`config.mk`:
```
export PLATFORM = sky130hd
export DESIGN_NAME = sync_fifo_param
export DESIGN_NICKNAME = d
export VERILOG_FILES = /design/src/rtl/sync_fifo_pkg.sv /design/src/rtl/sync_fifo_mem.sv /design/src/rtl/sync_fifo_param.sv
export SDC_FILE = /design/constraint.sdc
export NUM_CORES = 1
export LEC_CHECK = 0
export ABC_AREA = 1
export ABC_CLOCK_PERIOD_IN_PS = 2400
export CAP_MARGIN = 15
export CORE_MARGIN = 10
export CORE_UTILIZATION = 40
export CTS_CLUSTER_DIAMETER = 60
export DETAILED_ROUTE_END_ITERATION = 10
export HOLD_SLACK_MARGIN = 0.1
export PLACE_DENSITY = 0.66
export SLEW_MARGIN = 5
export SYNTH_ARGS = -nofsm -noshare
export SYNTH_HDL_FRONTEND = slang
export SYNTH_SLANG_ARGS = --single-unit
```
`constraint.sdc`:
```
create_clock -name clk -period 2.4 [get_ports clk]
set_input_delay 0.24 -clock clk [delete_from_list [all_inputs] [get_ports clk]]
set_output_delay 0.24 -clock clk [all_outputs]
set_load 0.005 [all_outputs]
```
`src/rtl/sync_fifo_pkg.sv`:
```
// Shared types and helpers for the parametrised synchronous FIFO.
// Read-mode selector plus a constant power-of-two test used by the parameter checks.
package sync_fifo_pkg;

  typedef enum logic {
    FIFO_STD  = 1'b0,
    FIFO_FWFT = 1'b1
  } fifo_mode_e;

  function automatic bit is_pow2(input int unsigned v);
    return (v != 0) && ((v & (v - 1)) == 0);
  endfunction

endpackage

```
`src/rtl/sync_fifo_mem.sv`:
```
// Simple dual-port storage: synchronous write, registered or asynchronous read.
// Registered read: 1-cycle latency, output holds when re is low; no backpressure of its own.
module sync_fifo_mem #(
  parameter int DATA_WIDTH = 8,
  parameter int DEPTH      = 16,
  parameter int AW         = $clog2(DEPTH),
  parameter bit REG_OUT    = 1'b1
) (
  input  logic                  clk,
  input  logic                  rst,
  input  logic                  we,
  input  logic [AW-1:0]         waddr,
  input  logic [DATA_WIDTH-1:0] wdata,
  input  logic                  re,
  input  logic [AW-1:0]         raddr,
  output logic [DATA_WIDTH-1:0] rdata
);

  // Storage is deliberately left out of reset so it can map onto plain RAM.
  logic [DATA_WIDTH-1:0] mem [DEPTH];

  always_ff @(posedge clk) begin
    if (we) begin
      mem[waddr] <= wdata;
    end
  end

  generate
    if (REG_OUT) begin : g_reg
      always_ff @(posedge clk) begin
        if (rst) begin
          rdata <= '0;
        end else if (re) begin
          rdata <= mem[raddr];
        end
      end
    end else begin : g_async
      assign rdata = mem[raddr];
      logic unused_ctl;
      assign unused_ctl = re ^ rst;
    end
  endgenerate

endmodule

```
`src/rtl/sync_fifo_param.sv`:
```
// Parametrised single-clock FIFO with standard or first-word-fall-through read mode.
// STD: dout valid 1 cycle after an accepted rd_en; FWFT: head visible while !empty. Writes when full / reads when empty are dropped and flagged.
module sync_fifo_param
  import sync_fifo_pkg::*;
#(
  parameter int         DATA_WIDTH = 8,
  parameter int         DEPTH      = 16,
  parameter fifo_mode_e MODE       = FIFO_STD,
  parameter int         AF_LEVEL   = DEPTH - 2,
  parameter int         AE_LEVEL   = 2,
  localparam int        CW         = $clog2(DEPTH) + 1
) (
  input  logic                  clk,
  input  logic                  rst,
  input  logic [DATA_WIDTH-1:0] din,
  input  logic                  wr_en,
  input  logic                  rd_en,
  output logic [DATA_WIDTH-1:0] dout,
  output logic                  full,
  output logic                  empty,
  output logic                  almost_full,
  output logic                  almost_empty,
  output logic [CW-1:0]         data_count,
  output logic                  overflow,
  output logic                  underflow
);

  localparam int            AW      = CW - 1;
  localparam logic [CW-1:0] DEPTH_C = CW'(DEPTH);
  localparam logic [CW-1:0] AF_C    = CW'(AF_LEVEL);
  localparam logic [CW-1:0] AE_C    = CW'(AE_LEVEL);

  if (DATA_WIDTH < 1) begin : g_bad_width
    $error("sync_fifo_param: DATA_WIDTH must be >= 1");
  end
  if (!is_pow2(DEPTH) || DEPTH < 4) begin : g_bad_depth
    $error("sync_fifo_param: DEPTH must be a power of two and >= 4");
  end
  if (AF_LEVEL < 1 || AF_LEVEL > DEPTH) begin : g_bad_af
    $error("sync_fifo_param: AF_LEVEL must be in 1..DEPTH");
  end
  if (AE_LEVEL < 0 || AE_LEVEL > DEPTH - 1) begin : g_bad_ae
    $error("sync_fifo_param: AE_LEVEL must be in 0..DEPTH-1");
  end

  logic [CW-1:0] wr_ptr;
  logic [CW-1:0] rd_ptr;
  logic [CW-1:0] count_nxt;
  logic          wr_acc;
  logic          rd_acc;

  // Flags decode the registered count only, so they never glitch on input changes.
  assign full         = (data_count == DEPTH_C);
  assign empty        = (data_count == '0);
  assign almost_full  = (data_count >= AF_C);
  assign almost_empty = (data_count <= AE_C);

  assign wr_acc = wr_en && !full;
  assign rd_acc = rd_en && !empty;

  always_comb begin
    count_nxt = data_count;
    unique case ({wr_acc, rd_acc})
      2'b10:   count_nxt = data_count + CW'(1);
      2'b01:   count_nxt = data_count - CW'(1);
      default: count_nxt = data_count;
    endcase
  end

  always_ff @(posedge clk) begin
    if (rst) begin
      wr_ptr     <= '0;
      rd_ptr     <= '0;
      data_count <= '0;
      overflow   <= 1'b0;
      underflow  <= 1'b0;
    end else begin
      if (wr_acc) begin
        wr_ptr <= wr_ptr + CW'(1);
      end
      if (rd_acc) begin
        rd_ptr <= rd_ptr + CW'(1);
      end
      data_count <= count_nxt;
      overflow   <= wr_en && full;
      underflow  <= rd_en && empty;
    end
  end

  // The wrap bits only matter for pointer bookkeeping; occupancy comes from data_count.
  logic unused_wrap;
  assign unused_wrap = wr_ptr[CW-1] ^ rd_ptr[CW-1];

  sync_fifo_mem #(
    .DATA_WIDTH (DATA_WIDTH),
    .DEPTH      (DEPTH),
    .AW         (AW),
    .REG_OUT    (MODE == FIFO_STD)
  ) u_mem (
    .clk   (clk),
    .rst   (rst),
    .we    (wr_acc),
    .waddr (wr_ptr[AW-1:0]),
    .wdata (din),
    .re    (rd_acc),
    .raddr (rd_ptr[AW-1:0]),
    .rdata (dout)
  );

endmodule
```
==> flow_metrics.py, run 1 <==
metrics = {
    "synth": {
        "ys_seq_elements": 151,
        "syn-cell-area_um2": 6640,
        "synthArstFlopShare": 0,
        "synth_nets": 699,
        "yosys.cell_types.count": 25,
        "yosys_warnings": 0,
        "syn_avg_cell_area_um2": 9.78,
        "synth_ff_type": "edfxtp_1",
        "yosysSeqAreaShare": 0.648,
        "syn_inst": 679,
        "synth_edf_count": 128,
    },
    "clocking": {
        "cts_htree_levels": 4,
        "cts_max_path_buffers": 2,
        "ctsHoldBuffers": 0,
        "ctsRootBufferMaster": "clkbuf_16",
        "cts_resized": 0,
        "cts_setup_buffers": 0,
        "cts_tree": "yes",
        "clock-sinks": 151,
        "cts_buffers": 17,
        "cts.clk_slew.worst_paths_ps": 60,
        "clock_latency_ps": 430,
    },
    "timing": {
        "fin_crit_sh": 0.905,
        "setup_viol": 0,
        "max_slew_margin": 0.497,
        "grt_setup_unrepaired": "false",
        "slew_viol_final": 0,
        "fmax_mhz": 460,
        "hold_viol_final": 0,
        "fin_skew_ps": 8.34,
        "fin_tns_setup_ps": 0,
        "tightest_slew_ps": 754,
        "period_needed_ps": 2170,
    },
    "setup_path": {
        "cp_cell_sequence": "inv_1 -> nand4_1 -> nand2_2 -> ha_2 -> xor2_1 -> ha_1 -> inv_1 -> nand2_1 -> nand3_1 -> nand2_1 -> nand2_1 -> nand2_1 -> nand2_1 -> a21oi_1",
        "arrival_ps": 2530,
        "critPathMaxStageDelay_ps": 350,
        "end_kind": "flop",
        "crit_path_frequent_cell": "nand2_1",
        "criticalPathCategory": "flop to flop",
        "r2r_setup_slack_ps": 230,
        "critPathLaunchType": "flop",
        "critPathSlowestCell": "dfxtp_1",
        "r2r_cells": 14,
        "worstReg2RegEnd": "data_count[4]",
        "critPathMaxFanout": 6,
        "critPathTopFamily": "simple AND/OR/NAND/NOR gates",
        "rr_startpoint": "data_count[3]",
        "cp.required_ps": 2760,
        "worst-path-buf-inv": 2,
    },
    "pwr": {
        "comb_power_share": 0.275,
        "cell_internal_pwr_mw": 5.26,
        "power.switching_mw": 2.60,
        "pwr-share-clk": 0.323,
        "leakage_nw": 3.27,
        "peakVddDrop_uv": 593,
        "sequentialPowerShare": 0.402,
        "swShare": 0.331,
        "power.density_nw_per_um2": 1010,
    },
    "die": {
        "core.rowCount": 47,
        "core_um2": 16400,
        "start_util": 0.405,
        "die_y_um": 149,
        "die_w_um": 149,
        "num_io_pins": 31,
        "dieArea_um2": 22100,
    },
    "grt": {
        "grt_remaining_overflow": 0,
        "grt_start_max_net_pins": 67,
        "grt_pass1_vias": 4436,
        "grt_pass1_wl_mm": 23.3,
        "antenna_found_initial": 0,
        "grt_usage": 0.137,
    },
    "detailed_routing": {
        "drt_iter0_markers": 288,
        "wirelength_mm": 14.7,
        "drt-wirelength-per-cell_um": 15.3,
        "first_pass_iters": 5,
        "post-route-drc-count": 0,
        "postRouteAntennaNets": 0,
        "via_per_inst": 4.79,
        "via_count": 4571,
    },
    "status": {
        "status": "finished, final reports clean",
    },
    "run": {
        "max_cap_viol_count": 0,
    },
    "place": {
        "place_area_um2": 7230,
        "io_buffer_count": 30,
        "globalplace.congestion": 0.847,
        "dp_hpwl_mm": 9.43,
    },
    "final_layout": {
        "layout_commonest_cell": "nand2_1",
        "utilization": 0.475,
        "area_growth_pct": 17.5,
        "diodes": 0,
        "stdcell_area_um2": 7800,
        "nNetsFinal": 742,
        "fillers": 1492,
        "layout-drive-gt1-share": 0.0898,
        "final_cell_mix": "201 x nand2_1, 128 x edfxtp_1, 97 x nand3_1",
    },
    "worst_hold_path": {
        "min_path_cells": 3,
        "min-delay-start": "rd_en",
        "worstHoldEndpoint": "underflow",
        "hold_class": "input pin to flop",
    },
}
## metrics by stage
step                power, mW  cells  hold WS [ps]  worst slack, ps
finish                   7.85    955           402              228
global route             8.30    955           405             14.7
CTS                      7.90    955           396              203
detailed placement       5.37    923           506              222
global placement         5.34    923           498              276
floorplan                4.60    679           339              326
## area by class of cell
| cell class | count | area (um^2) | area share |
|---|---|---|---|
| well taps | 220 | 275 | 0.0353 |
| inverters | 98 | 368 | 0.0472 |
| clock inverters | 15 | 143 | 0.0183 |
| repair buffers | 53 | 485 | 0.0623 |
| clock buffers | 17 | 425 | 0.0546 |
| flip-flops and latches | 151 | 4310 | 0.552 |
| multi-input cells | 401 | 1800 | 0.230 |
## worst max-delay path by stage
stage / from / end / slack [ps] / depth (start not counted)
6_report: data_count[3] / data_count[4] / 230 / 14
5_1_grt: data_count[1] / data_count[4] / 10 / 14
2_1_floorplan: data_count[1] / data_count[4] / 330 / 16
3_3_place_gp: rd_en / data_count[4] / 280 / 14
4_1_cts: data_count[1] / data_count[4] / 200 / 14
3_5_place_dp: rd_en / data_count[4] / 220 / 14
## metal layers
| metal | track usage | wire length [um] | vias to the layer above |
|---|---|---|---|
| met1 | 0.161 | 6190 | 2134 |
| met2 | 0.234 | 7350 | 124 |
| met4 | 0.0550 | 330 | 0 |
| met3 | 0.0346 | 787 | 28 |
| met5 | 0 | 0 | - |
| li1 | - | - | 2285 |
## registers in the layout, summed over array words and instances (netlist names)
name / flops
u_mem.rdata: 8
rd_ptr: 4
wr_ptr: 4
u_mem.mem: 128
underflow: 1
data_count: 5
overflow: 1
## Yosys cell counts, types with 2 or more instances
cell type / instances / area share
nand2_1: 201 / 0.11
edfxtp_1: 128 / 0.58
nand3_1: 97 / 0.073
inv_1: 92 / 0.052
nor2_1: 54 / 0.031
dfxtp_1: 23 / 0.069
buf_2: 15 / 0.011
a21oi_1: 10 / 0.0075
o21ai_1: 9 / 0.0068
buf_4: 8 / 0.0090
ha_1: 8 / 0.015
o21ai_0: 8 / 0.0060
clkbuf_1: 4 / 0.0023
inv_2: 4 / 0.0023
xor2_1: 4 / 0.0053
buf_6: 2 / 0.0034
clkinv_1: 2 / 0.0011
nand2_2: 2 / 0.0019
nand4_1: 2 / 0.0019
## logic make-up after synthesis
group,after synthesis,share of synthesized area
AND/OR/NAND/NOR,359,0.226
XOR/XNOR,4,0.00528
flip-flops,151,0.648
buffers and inverters,127,0.0814
AO/OA/AOI/OAI,30,0.0241
adder cells (fa/ha/maj),8,0.0151
## power groups by stage
stage          clock [mW]  sequential [mW]  combinational, mW
6_report             2.54             3.15               2.16
4_1_cts              2.57             3.16               2.18
3_5_place_dp            0             3.21               2.16
3_3_place_gp            0             3.21               2.13
2_1_floorplan           0             3.17               1.42
5_1_grt              2.69             3.17               2.44
## worst min-delay path, stage by stage
cell             delay [ps]
clkdlybuf4s50_1         430
nand2_1                  80
nor2_1                   40
(Power assumes the default switching activity.)
==> inputs of run 2 (changes only) <==
--- a/config.mk
+++ b/config.mk
@@ -5,12 +5,10 @@
 export SDC_FILE = /design/constraint.sdc
 export NUM_CORES = 1
 export LEC_CHECK = 0
-export ABC_AREA = 1
 export ABC_CLOCK_PERIOD_IN_PS = 2400
 export CAP_MARGIN = 15
 export CORE_MARGIN = 10
 export CORE_UTILIZATION = 40
-export CTS_CLUSTER_DIAMETER = 60
 export DETAILED_ROUTE_END_ITERATION = 10
 export HOLD_SLACK_MARGIN = 0.1
 export PLACE_DENSITY = 0.66
==> run 2 against run 1 <==
Total power increased by 0.27%; worst setup slack got worse by 130 ps; critical path type unchanged; worst hold slack improved by 110 ps; count of clock-buffer cells in the layout increased by 2; cell count decreased by 34%; non-clock buffer count increased by 10; global-route usage decreased by 0.75 points; sequential cell count unchanged; first-iteration DRC count decreased by 15%; maximum frequency decreased by 5.7%.
==> flow_metrics.py, run 2 <==
metrics = {
    "setup_path": {
        "cp.required_ps": 2700,
        "arrival_ps": 2600,
        "critPathLaunchType": "flop",
        "critPathMaxFanout": 3,
        "end_kind": "flop",
        "criticalPathCategory": "flop to flop",
    },
    "synth": {
        "yosysMostFrequentCell": "edfxtp_1",
        "yosys_warnings": 0,
        "ys_seq_elements": 151,
        "yosys.cell_types.count": 42,
        "synthArstFlopShare": 0,
        "synth_top_area_cell": "edfxtp_1",
        "synth.area.top_cells": "edfxtp_1 63%, dfxtp_1 7.5%, mux4_2 5.9%",
        "synth_ff_type": "edfxtp_1",
        "syn-cell-area_um2": 6110,
        "synth_edf_count": 128,
        "syn_inst": 377,
        "synth_common_cells": "128 x edfxtp_1, 43 x nor2_1, 35 x mux2i_1",
        "synth_largest_type_area_fraction": 0.629,
        "synth_nets": 397,
        "yosysSeqAreaShare": 0.704,
        "syn_avg_cell_area_um2": 16.2,
    },
    "die": {
        "die_w_um": 144,
        "num_io_pins": 31,
        "start_util": 0.405,
        "dieArea_um2": 20600,
        "die_y_um": 144,
        "core_um2": 15100,
        "core.rowCount": 45,
    },
    "clocking": {
        "ctsRootBufferMaster": "clkbuf_16",
        "cts_tree": "yes",
        "cts_buffers": 17,
        "clock_latency_ps": 410,
        "ctsHoldBuffers": 0,
        "clock-sinks": 151,
        "cts_htree_levels": 4,
        "cts_max_path_buffers": 2,
        "cts.clk_slew.worst_paths_ps": 60,
    },
    "detailed_routing": {
        "via_per_inst": 5.31,
        "drt-wirelength-per-cell_um": 20.0,
        "drt_iter0_markers": 245,
        "wirelength_mm": 12.7,
        "postRouteAntennaNets": 0,
        "via_count": 3365,
        "post-route-drc-count": 0,
        "first_pass_iters": 5,
    },
    "timing": {
        "setup_viol": 0,
        "slew_viol_final": 0,
        "fin_tns_setup_ps": 0,
        "hold_viol_final": 0,
        "tightest_slew_ps": 817,
        "whs_ps": 517,
        "max_slew_margin": 0.453,
        "fmax_mhz": 434,
        "fin_crit_sh": 0.959,
        "fin_skew_ps": 5.97,
        "period_needed_ps": 2300,
        "grt_setup_unrepaired": "false",
    },
    "grt": {
        "grt_start_max_net_pins": 27,
        "grt_usage": 0.129,
        "antenna_found_initial": 0,
        "grt_remaining_overflow": 0,
        "grt_pass1_wl_mm": 19.4,
        "grt_pass1_vias": 3354,
    },
    "place": {
        "dp_hpwl_mm": 8.23,
        "globalplace.congestion": 0.818,
        "io_buffer_count": 30,
    },
    "pwr": {
        "power.density_nw_per_um2": 1060,
        "pwr-share-clk": 0.341,
        "comb_power_share": 0.257,
        "swShare": 0.277,
        "peakVddDrop_uv": 592,
        "sequentialPowerShare": 0.402,
        "power.switching_mw": 2.18,
        "cell_internal_pwr_mw": 5.69,
        "leakage_nw": 2.43,
    },
    "final_layout": {
        "diodes": 0,
        "largestRegisters": "u_mem.mem (128), u_mem.rdata (8), data_count (5)",
        "nNetsFinal": 453,
        "final_cell_mix": "128 x edfxtp_1, 43 x nor2_1, 35 x mux2i_1",
        "layout-drive-gt1-share": 0.211,
        "area_growth_pct": 21.3,
        "largest_register": "u_mem.mem",
        "largest_register_ffs": 128,
        "layout_commonest_cell": "edfxtp_1",
    },
    "status": {
        "status": "finished, final reports clean",
    },
    "worst_hold_path": {
        "hold_class": "flop to flop",
    },
    "run": {
        "max_cap_viol_count": 0,
    },
}
run 2: final cells by class:
type	count	area [um^2]
clock buffer	19	433
clock inverter	13	170
fill	1268	7670
inverter	7	26.3
multi-input combinational	193	1680
sequential	151	4310
tap	188	235
timing repair buffer	63	563
run 2: critical path, stage by stage, from the launching register on:
cell and delay (ps):
dfxtp_2 330, nor4_4 250, buf_4 180, a21boi_4 70, ha_4 170, xor2_1 140
ha_2 200, a21oi_4 150, a32oi_1 130, a31oi_1 210, mux2_2 350
run 2: cells by family (layout without fill, tap and decap cells):
kind of cell / count (synthesis) / after routing / synth area share
AOI/OAI and AO/OA: 48 / 48 / 0.0583
xor gates and xnor gates: 10 / 10 / 0.0143
adders and majority gates: 8 / 8 / 0.0164
buffers and inverters: 33 / 102 / 0.0276
DFF: 151 / 151 / 0.704
muxes: 53 / 53 / 0.120
and+or+nand+nor: 74 / 74 / 0.0594
run 2: path summary, 6_finish.rpt:
path	startpoint	to	cells after the start	slack, ps
setup / recovery	data_count[3]	data_count[4]	10	100
hold / removal	u_mem.rdata[1]	u_mem.rdata[1]	2	520
setup reg to reg	data_count[3]	data_count[4]	10	100
hold reg to reg	u_mem.rdata[1]	u_mem.rdata[1]	2	520
run 2: power groups by stage:
stage	clock [mW]	combinational [mW]	sequential [mW]
2_1_floorplan	0	1.24	3.18
3_3_place_gp	0	1.87	3.22
3_5_place_dp	0	1.91	3.22
4_1_cts	2.74	1.98	3.17
5_1_grt	2.85	2.19	3.19
6_report	2.68	2.03	3.17
run 2: repair_timing:
item                       CTS  global route
gates resized for setup      0             4
setup buffers                2             2
pin swaps                    1             3
setup endpoints to repair    1             3
run 2: through the flow:
| stage | setup WS [ps] | instances | power (mW) | utilization | area, um^2 |
|---|---|---|---|---|---|
| 2_1_floorplan | -185 | 377 | 4.42 | - | 6170 |
| 3_3_place_gp | 32.0 | 598 | 5.08 | 0.449 | 6770 |
| 3_5_place_dp | -25.5 | 598 | 5.14 | 0.449 | 6770 |
| 4_1_cts | 5.75 | 632 | 7.89 | 0.490 | 7390 |
| 5_1_grt | 3.78 | 634 | 8.23 | 0.492 | 7420 |
| 6_report | 97.5 | 634 | 7.88 | 0.492 | 7420 |
run 2: layer usage:
metal / up-vias / wire, um / global-route usage
met3: 11 / 972 / 0.0403
li1: 1576 / - / -
met1: 1655 / 5410 / 0.165
met2: 123 / 6160 / 0.205
met4: 0 / 143 / 0.0430
met5: - / 0 / 0
==> inputs of run 3 (changes only) <==
--- a/config.mk
+++ b/config.mk
@@ -12,6 +12,7 @@
 export DETAILED_ROUTE_END_ITERATION = 10
 export HOLD_SLACK_MARGIN = 0.1
 export PLACE_DENSITY = 0.66
+export SKIP_LAST_GASP = 1
 export SLEW_MARGIN = 5
 export SYNTH_ARGS = -nofsm -noshare
 export SYNTH_HDL_FRONTEND = slang
==> results of run 3 <==
Final layout, timing and power as in run 2 (identical DEF).
